File: src/rtl/mmio_arb_pkg.sv
// Shared types and constants for the two-requester MMIO bus arbiter.
package mmio_arb_pkg;

  localparam int ADDR_W = 32;
  localparam int DATA_W = 32;

  // Read data returned to a requester when the peripheral never answers
  localparam logic [DATA_W-1:0] ERR_DATA_DEFAULT = 32'hDEAD_BEEF;

  typedef enum logic [1:0] {
    IDLE    = 2'd0,
    WR      = 2'd1,
    RD      = 2'd2,
    RD_WAIT = 2'd3
  } arb_state_e;

  typedef enum logic {
    ID_M0 = 1'b0,
    ID_M1 = 1'b1
  } req_id_e;

  // Opposite requester id, used by the round-robin chooser
  function automatic req_id_e other_id(input req_id_e id);
    return (id == ID_M0) ? ID_M1 : ID_M0;
  endfunction

endpackage

File: src/rtl/mmio_bus_arbiter_rr_pick2.sv
// Two-way round-robin chooser: a lone request wins outright, a tie goes to
// the requester that was not granted last. Purely combinational.
module rr_pick2
  import mmio_arb_pkg::*;
(
  input  logic [1:0] req_i,
  input  req_id_e    last_id_i,
  output req_id_e    gnt_id_o,
  output logic       gnt_valid_o
);

  // Pick the winner from the request pair and the previous grant
  always_comb begin
    gnt_valid_o = |req_i;
    gnt_id_o    = ID_M0;
    case (req_i)
      2'b01:   gnt_id_o = ID_M0;
      2'b10:   gnt_id_o = ID_M1;
      2'b11:   gnt_id_o = other_id(last_id_i);
      default: gnt_id_o = ID_M0;
    endcase
  end

endmodule

File: src/rtl/mmio_bus_arbiter.sv
// Arbitrates one MMIO register bus between two requesters. One transaction
// in flight at a time, round-robin on contention, read timeout with an error
// completion. Every output comes straight from a register.
module mmio_bus_arbiter
  import mmio_arb_pkg::*;
#(
  parameter int                TIMEOUT_CYCLES = 16,
  parameter logic [DATA_W-1:0] ERR_DATA       = ERR_DATA_DEFAULT
) (
  input  logic              clk,
  input  logic              rst,
  input  logic [ADDR_W-1:0] m0_addr,
  input  logic [DATA_W-1:0] m0_wdata,
  input  logic              m0_wr,
  input  logic              m0_rd,
  output logic              m0_ack,
  output logic [DATA_W-1:0] m0_rdata,
  output logic              m0_err,
  input  logic [ADDR_W-1:0] m1_addr,
  input  logic [DATA_W-1:0] m1_wdata,
  input  logic              m1_wr,
  input  logic              m1_rd,
  output logic              m1_ack,
  output logic [DATA_W-1:0] m1_rdata,
  output logic              m1_err,
  output logic [ADDR_W-1:0] bus_addr,
  output logic [DATA_W-1:0] bus_wdata,
  output logic              bus_wr,
  output logic              bus_rd,
  input  logic              bus_rd_valid,
  input  logic [DATA_W-1:0] bus_rdata,
  output logic              busy
);

  localparam int CNT_W = (TIMEOUT_CYCLES > 2) ? $clog2(TIMEOUT_CYCLES) : 1;
  localparam logic [CNT_W-1:0] CNT_LAST = CNT_W'(TIMEOUT_CYCLES - 1);

  arb_state_e        state_q, state_d;
  req_id_e           gnt_id_q, gnt_id_d;
  req_id_e           last_id_q, last_id_d;
  logic [CNT_W-1:0]  cnt_q, cnt_d;
  logic [ADDR_W-1:0] addr_q, addr_d;
  logic [DATA_W-1:0] wdata_q, wdata_d;
  logic              bus_wr_q, bus_wr_d;
  logic              bus_rd_q, bus_rd_d;
  logic [1:0]        ack_q, ack_d;
  logic [1:0]        err_q, err_d;
  logic [DATA_W-1:0] rdata_q [2];
  logic [DATA_W-1:0] rdata_d [2];

  logic [1:0] req;
  req_id_e    pick_id;
  logic       pick_valid;
  logic       pick_is_wr;

  // A requester whose ack is showing this cycle still holds its old request;
  // masking it keeps a completed read from being granted a second time.
  assign req[0] = (m0_wr | m0_rd) & ~ack_q[0];
  assign req[1] = (m1_wr | m1_rd) & ~ack_q[1];

  rr_pick2 u_pick (
    .req_i       (req),
    .last_id_i   (last_id_q),
    .gnt_id_o    (pick_id),
    .gnt_valid_o (pick_valid)
  );

  // wr wins over rd when both are raised together
  assign pick_is_wr = (pick_id == ID_M1) ? m1_wr : m0_wr;

  // Next-state and registered-output decode
  always_comb begin
    state_d    = state_q;
    gnt_id_d   = gnt_id_q;
    last_id_d  = last_id_q;
    cnt_d      = cnt_q;
    addr_d     = addr_q;
    wdata_d    = wdata_q;
    bus_wr_d   = 1'b0;
    bus_rd_d   = 1'b0;
    ack_d      = 2'b00;
    err_d      = err_q;
    rdata_d[0] = rdata_q[0];
    rdata_d[1] = rdata_q[1];

    case (state_q)
      IDLE: begin
        if (pick_valid) begin
          gnt_id_d  = pick_id;
          last_id_d = pick_id;
          addr_d    = (pick_id == ID_M1) ? m1_addr  : m0_addr;
          wdata_d   = (pick_id == ID_M1) ? m1_wdata : m0_wdata;
          if (pick_is_wr) begin
            state_d        = WR;
            bus_wr_d       = 1'b1;
            ack_d[pick_id] = 1'b1;
            err_d[pick_id] = 1'b0;
          end else begin
            state_d  = RD;
            bus_rd_d = 1'b1;
          end
        end
      end
      WR: begin
        state_d = IDLE;
      end
      RD: begin
        cnt_d   = '0;
        state_d = RD_WAIT;
      end
      RD_WAIT: begin
        if (bus_rd_valid) begin
          rdata_d[gnt_id_q] = bus_rdata;
          err_d[gnt_id_q]   = 1'b0;
          ack_d[gnt_id_q]   = 1'b1;
          state_d           = IDLE;
        end else if (cnt_q == CNT_LAST) begin
          rdata_d[gnt_id_q] = ERR_DATA;
          err_d[gnt_id_q]   = 1'b1;
          ack_d[gnt_id_q]   = 1'b1;
          state_d           = IDLE;
        end else begin
          cnt_d = cnt_q + CNT_W'(1);
        end
      end
      default: state_d = IDLE;
    endcase
  end

  // State and output registers; reset clears everything so nothing is X
  always_ff @(posedge clk) begin
    if (!rst) begin
      state_q    <= IDLE;
      gnt_id_q   <= ID_M0;
      last_id_q  <= ID_M1;
      cnt_q      <= '0;
      addr_q     <= '0;
      wdata_q    <= '0;
      bus_wr_q   <= 1'b0;
      bus_rd_q   <= 1'b0;
      ack_q      <= 2'b00;
      err_q      <= 2'b00;
      rdata_q[0] <= '0;
      rdata_q[1] <= '0;
    end else begin
      state_q    <= state_d;
      gnt_id_q   <= gnt_id_d;
      last_id_q  <= last_id_d;
      cnt_q      <= cnt_d;
      addr_q     <= addr_d;
      wdata_q    <= wdata_d;
      bus_wr_q   <= bus_wr_d;
      bus_rd_q   <= bus_rd_d;
      ack_q      <= ack_d;
      err_q      <= err_d;
      rdata_q[0] <= rdata_d[0];
      rdata_q[1] <= rdata_d[1];
    end
  end

  assign bus_addr  = addr_q;
  assign bus_wdata = wdata_q;
  assign bus_wr    = bus_wr_q;
  assign bus_rd    = bus_rd_q;
  assign m0_ack    = ack_q[0];
  assign m1_ack    = ack_q[1];
  assign m0_err    = err_q[0];
  assign m1_err    = err_q[1];
  assign m0_rdata  = rdata_q[0];
  assign m1_rdata  = rdata_q[1];
  assign busy      = (state_q != IDLE);

endmodule

File: config.mk
export PLATFORM = sky130hd
export DESIGN_NAME = mmio_bus_arbiter
export DESIGN_NICKNAME = d
export VERILOG_FILES = /design/src/rtl/mmio_arb_pkg.sv /design/src/rtl/mmio_bus_arbiter_rr_pick2.sv /design/src/rtl/mmio_bus_arbiter.sv
export SDC_FILE = /design/constraint.sdc
export NUM_CORES = 1
export LEC_CHECK = 0
export BUFFER_PORTS_ARGS = -buffer_cell sky130_fd_sc_hd__buf_2
export CORE_UTILIZATION = 28
export DETAILED_ROUTE_END_ITERATION = 8
export GPL_ROUTABILITY_DRIVEN = 0
export PLACE_DENSITY = 0.6
export SYNTH_ARGS = -nofsm -noshare
export SYNTH_HDL_FRONTEND = slang
export SYNTH_SLANG_ARGS = --single-unit
File: constraint.sdc
create_clock -name clk -period 2.2 [get_ports clk]
set_clock_uncertainty 0.05 [all_clocks]
set_input_delay 0.22 -clock clk [delete_from_list [all_inputs] [get_ports clk]]
set_output_delay 0.22 -clock clk [all_outputs]
set_load 0.02 [all_outputs]
# After elaboration in Yosys (flattened, before gate mapping)
# Memory sizes are Yosys's and may differ from the RTL's.
# Index checks and enable logic that the tools add are counted.
# classes
reduce_logical	13
shifts	0
n_mul	0
div	0
n_eq_ne	11
addsub	1
mux	39
bitwise	17
n_lt_le_gt_ge	6
# ops
op	n
two-way mux 64 bit	3
two-way mux 32 bit	5
bitwise mux 64 bit	1
bitwise OR 48 bit	1
demux 32 bit (select 1 bit)	1
two-way mux 2 bit	12
bitwise AND 16 bit	1
NOT 16 bit	1
equality test 2 bit (second input constant)	4
two-way mux 1 bit	8
two-way mux 4 bit	2
inequality test 2 bit (second input constant)	4
one-hot mux 2 bit (2 select lines)	2
one-hot mux 2 bit (4 select lines)	1
one-hot mux 4 bit (2 select lines)	1
AND reduction 3 bit	2
nonzero test 2 bit	3
adder 4 x 1 -> 4 bit (second input constant)	1
bitwise AND 2 bit	2
equality test 4 bit (second input constant)	1
< comparator 1 x 2 -> 1 bit (second input constant)	2
NOT 2 bit	2
bitwise OR 1 bit	4
AND reduction 2 bit	2
15 further kinds	21
# word_totals
output_inout_bits	135
ram_bits	64
memories	1
register_bits	78
elab_cells	98
latchBits	0
romBits	0
input_bits	167
# memory_table
name	words	word_bits	rd	rd_ports_with_merged_regs	write_ports	line_no	source
rdata_q	2	32	2	0	2	mmio_bus_arbiter.sv:48	logic [DATA_W-1:0] rdata_q [2];

# Longest topological paths before layout
# logic_depth
depth_word	13
depth_mapped	8
mapped_depth_nobuf	6

# Modules after synthesis
# A second synthesis with hierarchy kept.
# hier_totals
hier_cells	621
hier_area_um2	5878.1
# modules_own_cells
module	cells_each	instances	area_each_um2	seq_area_each_um2
mmio_bus_arbiter	619	1	5864.4	2842.7
rr_pick2	2	1	13.8	0.0

# Worst setup path before layout
# No wires, ideal clock.
# synth_timing
kind	register to register
start	register state_q[0]
end	register wdata_q[19], in the netlist bus_wdata[19]
required_ns	2.003
n_path_buf	2
t_arrival_ns	1.502
stages_incl_launch_ff	8
period_less_slack_ns	1.699
slack_ns	0.501
path_cell_list	dfxtp_1 -> inv_1 -> ha_1 -> inv_1 -> a21oi_4 -> buf_2 -> buf_2 -> a311oi_2
# synth_via
elab_chain_cells	2
# synth_lines
element	line_no	source
start, declared	mmio_bus_arbiter.sv:38	arb_state_e state_q, state_d;
start signal, assigned	mmio_bus_arbiter.sv:146	state_q <= state_d;
logical NOT 2 bit	mmio_bus_arbiter.sv:86	case (state_q)
AND reduction 2 bit (no line)	n/a	
end signal, assigned	mmio_bus_arbiter.sv:151	wdata_q <= wdata_d;
end, declared	mmio_bus_arbiter.sv:43	logic [DATA_W-1:0] wdata_q, wdata_d;
# No other way between the ends.
# A chain may end at the register's enable or synchronous reset.

# Worst setup path after layout
# layout_timing
start	register state_q[0]
end	register addr_q[4], in the netlist bus_addr[4]
# layout_via
elab_chain_cells	2
# layout_lines
element	line_no	source
logical NOT 2 bit	mmio_bus_arbiter.sv:86	
AND reduction 2 bit (no line)	n/a	
end signal, assigned	mmio_bus_arbiter.sv:150	addr_q <= addr_d;
end, declared	mmio_bus_arbiter.sv:42	logic [ADDR_W-1:0] addr_q, addr_d;
# No other way between the ends.

==> results.yml <==
global_route:
  antenna_found_initial: 0
  grt_pass1_vias: 5748
  grt_overflow: 0
  grt.total_usage_pct: 16.69
  grt_max_degree: 65
  grt_pass1_wl_mm: 29.36
logic_synthesis:
  ys_ff_latch: 142
  synth_seq_area_share_pct: 46.00
  syn_inst: 691
  yosysTopAreaCell: "dfxtp_1"
  synth_edf_count: 0
  postSynthNetCount: 862
  yosysWarningCount: 0
  synth_area_um2: 6180
  synth_flop_cell: "dfxtp_1"
  syn_avg_cell_area_um2: 8.943
  ys_types: 45
  ys_async_sr_fraction_pct: 0
  synth_area_leaders: "dfxtp_1 (46%), a311oi_2 (9.5%), nor2_1 (8.6%)"
  yosysTopAreaCellShare_pct: 46.00
placed_design:
  pre_cts_ws_ns: 0.3523
  place_area_um2: 7934
  dp_hpwl_mm: 13.70
  port_buffers: 301
setup_path:
  cp-startpoint: "state_q[0]$_SDFFE_PN0P_"
  worstPathRequired_ns: 2.48
  rr_worst_depth: 7
  worstPathCellList: "inv_1, ha_1, inv_1, a21oi_4, buf_12, nor2_1, a311oi_2"
  r2r_start: "state_q[0]$_SDFFE_PN0P_"
  cp_slowest_cell: "buf_12"
  critPathKind: "reg2reg"
  worstPathMaxFanout: 62
  worst_path_most_repeated_cell: "inv_1"
  arrival_ns: 2.14
  critPathMaxStageDelay_ns: 0.32
  cp-start-kind: "flop"
  cp-endpoint: "bus_addr[4]$_SDFFE_PN0P_"
  crit_path_end_kind: "flop"
  r2r_setup_slack_ns: 0.34
  timing.rr.end: "bus_addr[4]$_SDFFE_PN0P_"
layout:
  nets: 1152
  final_util_pct: 40.62
  stdcell_area_um2: 8675
  drive_gt1_share_pct: 43.66
  area_growth_pct: 40.37
  nFillCells: 2206
  antenna_cells: 0
pwr:
  p_leak_nw: 3.966
  power_per_cell_area_nw_per_um2: 1246
  vdd_drop_max_mv: 0.6296
route:
  first_iter_violations: 243
  drt-total-wl_mm: 19.46
  wl_per_cell_um: 15.33
  via_count: 5963
  via_per_inst: 4.699
  drtAntennaViolNets: 0
  drc: 0
  dr.pass1.iters: 4
run:
  cap_violations: 0
sta:
  worstMarginPinSlew_ns: 0.5180
  fmax_mhz: 536.5
  finalHoldViolCount: 0
  rsz0062_at_grt: "no"
  drv_slew: 0
  fin_crit_ns: 1.864
  tns_ns: 0
  maxSlewHeadroom_pct: 65.46
  worst_slack_ns: 0.3361
  fin_crit_sh_pct: 84.72
  hold_ws_ns: 0.02187
  setup_viol: 0
clocking:
  clock-root-buffer: "clkbuf_16"
  cts_tree: "yes"
  cts_hold_buf: 12
  cts.repair.resized: 0
  clk_latency_ns: 0.41
  ctsHtreeMaxLevel: 4
  cts_buffer_depth: 2
  cts_sinks: 142
  postCtsSetupRepairBufs: 0
  cts_buffers: 17
  clk_pin_slew_worst_paths_ns: 0.07
die:
  die_area_um2: 22670
  fp.dieW_um: 150.6
  io_pins: 302
  initial_utilization_pct: 28.94
  die_y_um: 150.6
  coreArea_um2: 21350
  fp-row-count: 53
outcome:
  status: "completed"
worst_hold_path:
  hold_path_startpoint: "m1_wdata[1]"
  hp-class: "in2reg"
## cell usage after synthesis (2+ instances only)
library cell	instances
nor2_1	141
a22oi_1	66
nand2b_1	27
a31oi_1	4
xor2_1	2
a311oi_1	25
buf_12	4
nand2_1	109
and2_1	2
clkbuf_1	27
buf_2	22
o32ai_1	2
buf_4	3
ha_1	4
and3_1	2
a21oi_1	4
nand2_2	30
inv_1	6
clkbuf_2	2
o21ai_0	2
dfxtp_1	142
a311oi_2	39
or2_2	2
nand3_1	3
## worst max-delay path: cells and delay by family (launching register included)
family	cells	cell delay, ns
buffers and inverters	3	0.55
AO/OA/AOI/OAI	2	0.47
adder cells (fa/ha/maj)	1	0.26
AND/OR/NAND/NOR	1	0.10
flip-flops	1	0.31
## worst min path at each step
stage                             endpoint  slack [ns]  cells after the start
2_1_floorplan  rdata_q[0][14]$_SDFFE_PN0P_        0.32                      2
3_3_place_gp                          flop        0.41                      2
3_5_place_dp                          flop        0.42                      2
4_1_cts          bus_addr[17]$_SDFFE_PN0P_      0.0006                      3
5_1_grt          bus_addr[29]$_SDFFE_PN0P_       0.001                      3
6_report         bus_wdata[1]$_SDFFE_PN0P_        0.02                      3
## metrics by stage
step	instances	total power, mW
4_1_cts	1269	10.94
5_1_grt	1269	11.47
3_3_place_gp	1225	7.792
3_5_place_dp	1225	7.863
6_report	1269	10.81
2_1_floorplan	691	6.645
## cells in the final DEF (no fill, tap or decap), types with 8 or more instances in the layout
cell type,instances
a311oi_2,39
a22oi_1,66
nand2b_1,27
clkbuf_16,17
a311oi_1,25
nand2_2,30
buf_12,8
dlygate4sd3_1,12
nor2_1,139
buf_4,10
buf_2,301
nand2_1,109
dfxtp_1,142
## area by class of cell
class	count	area (um2)	area share, %
clock buffer	17	425.4	4.904
clock inverter	15	195.2	2.250
inverter	7	28.78	0.3317
multi-input combinational	482	2977	34.31
sequential	142	2843	32.77
tap	275	344.1	3.967
timing repair buffer	331	1862	21.46
## layer usage
layer / global-route usage (%) / vias up / part of all wire [%]
li1: - / 2998 / -
met4: 6.919 / 0 / 2.3
met2: 29.26 / 166 / 50
met5: 0 / - / 0
met3: 4.091 / 26 / 5.4
met1: 19.23 / 2773 / 42
## flip-flops by register name, indices dropped and copies added, names as in the netlist, named ones only
register,flops
gnt_id_q,1
rdata_q,64
cnt_q,4
bus_addr,32
state_q,2
bus_wr,1
bus_rd,1
bus_wdata,32
last_id_q,1
ack_q,2
## where the power goes
group          internal [mW]  total [mW]  switching [mW]
clock                   1.74        3.02            1.28
sequential              3.17        3.45           0.283
combinational           1.57        4.34            2.77
## kinds of logic (layout without fill, tap and decap cells)
group                    after synthesis  count (layout)  synth area share, %
multiplexers                           1               1               0.1620
adder cells (fa/ha/maj)                4               4               0.8099
AO/OA/AOI/OAI                        150             150                23.97
buffers and inverters                 67             370                5.912
flip-flops                           142             142                46.00
XOR/XNOR                               2               2               0.2835
AND/OR/NAND/NOR                      325             325                22.86
No activity file was read; power rests on OpenSTA's default activity.
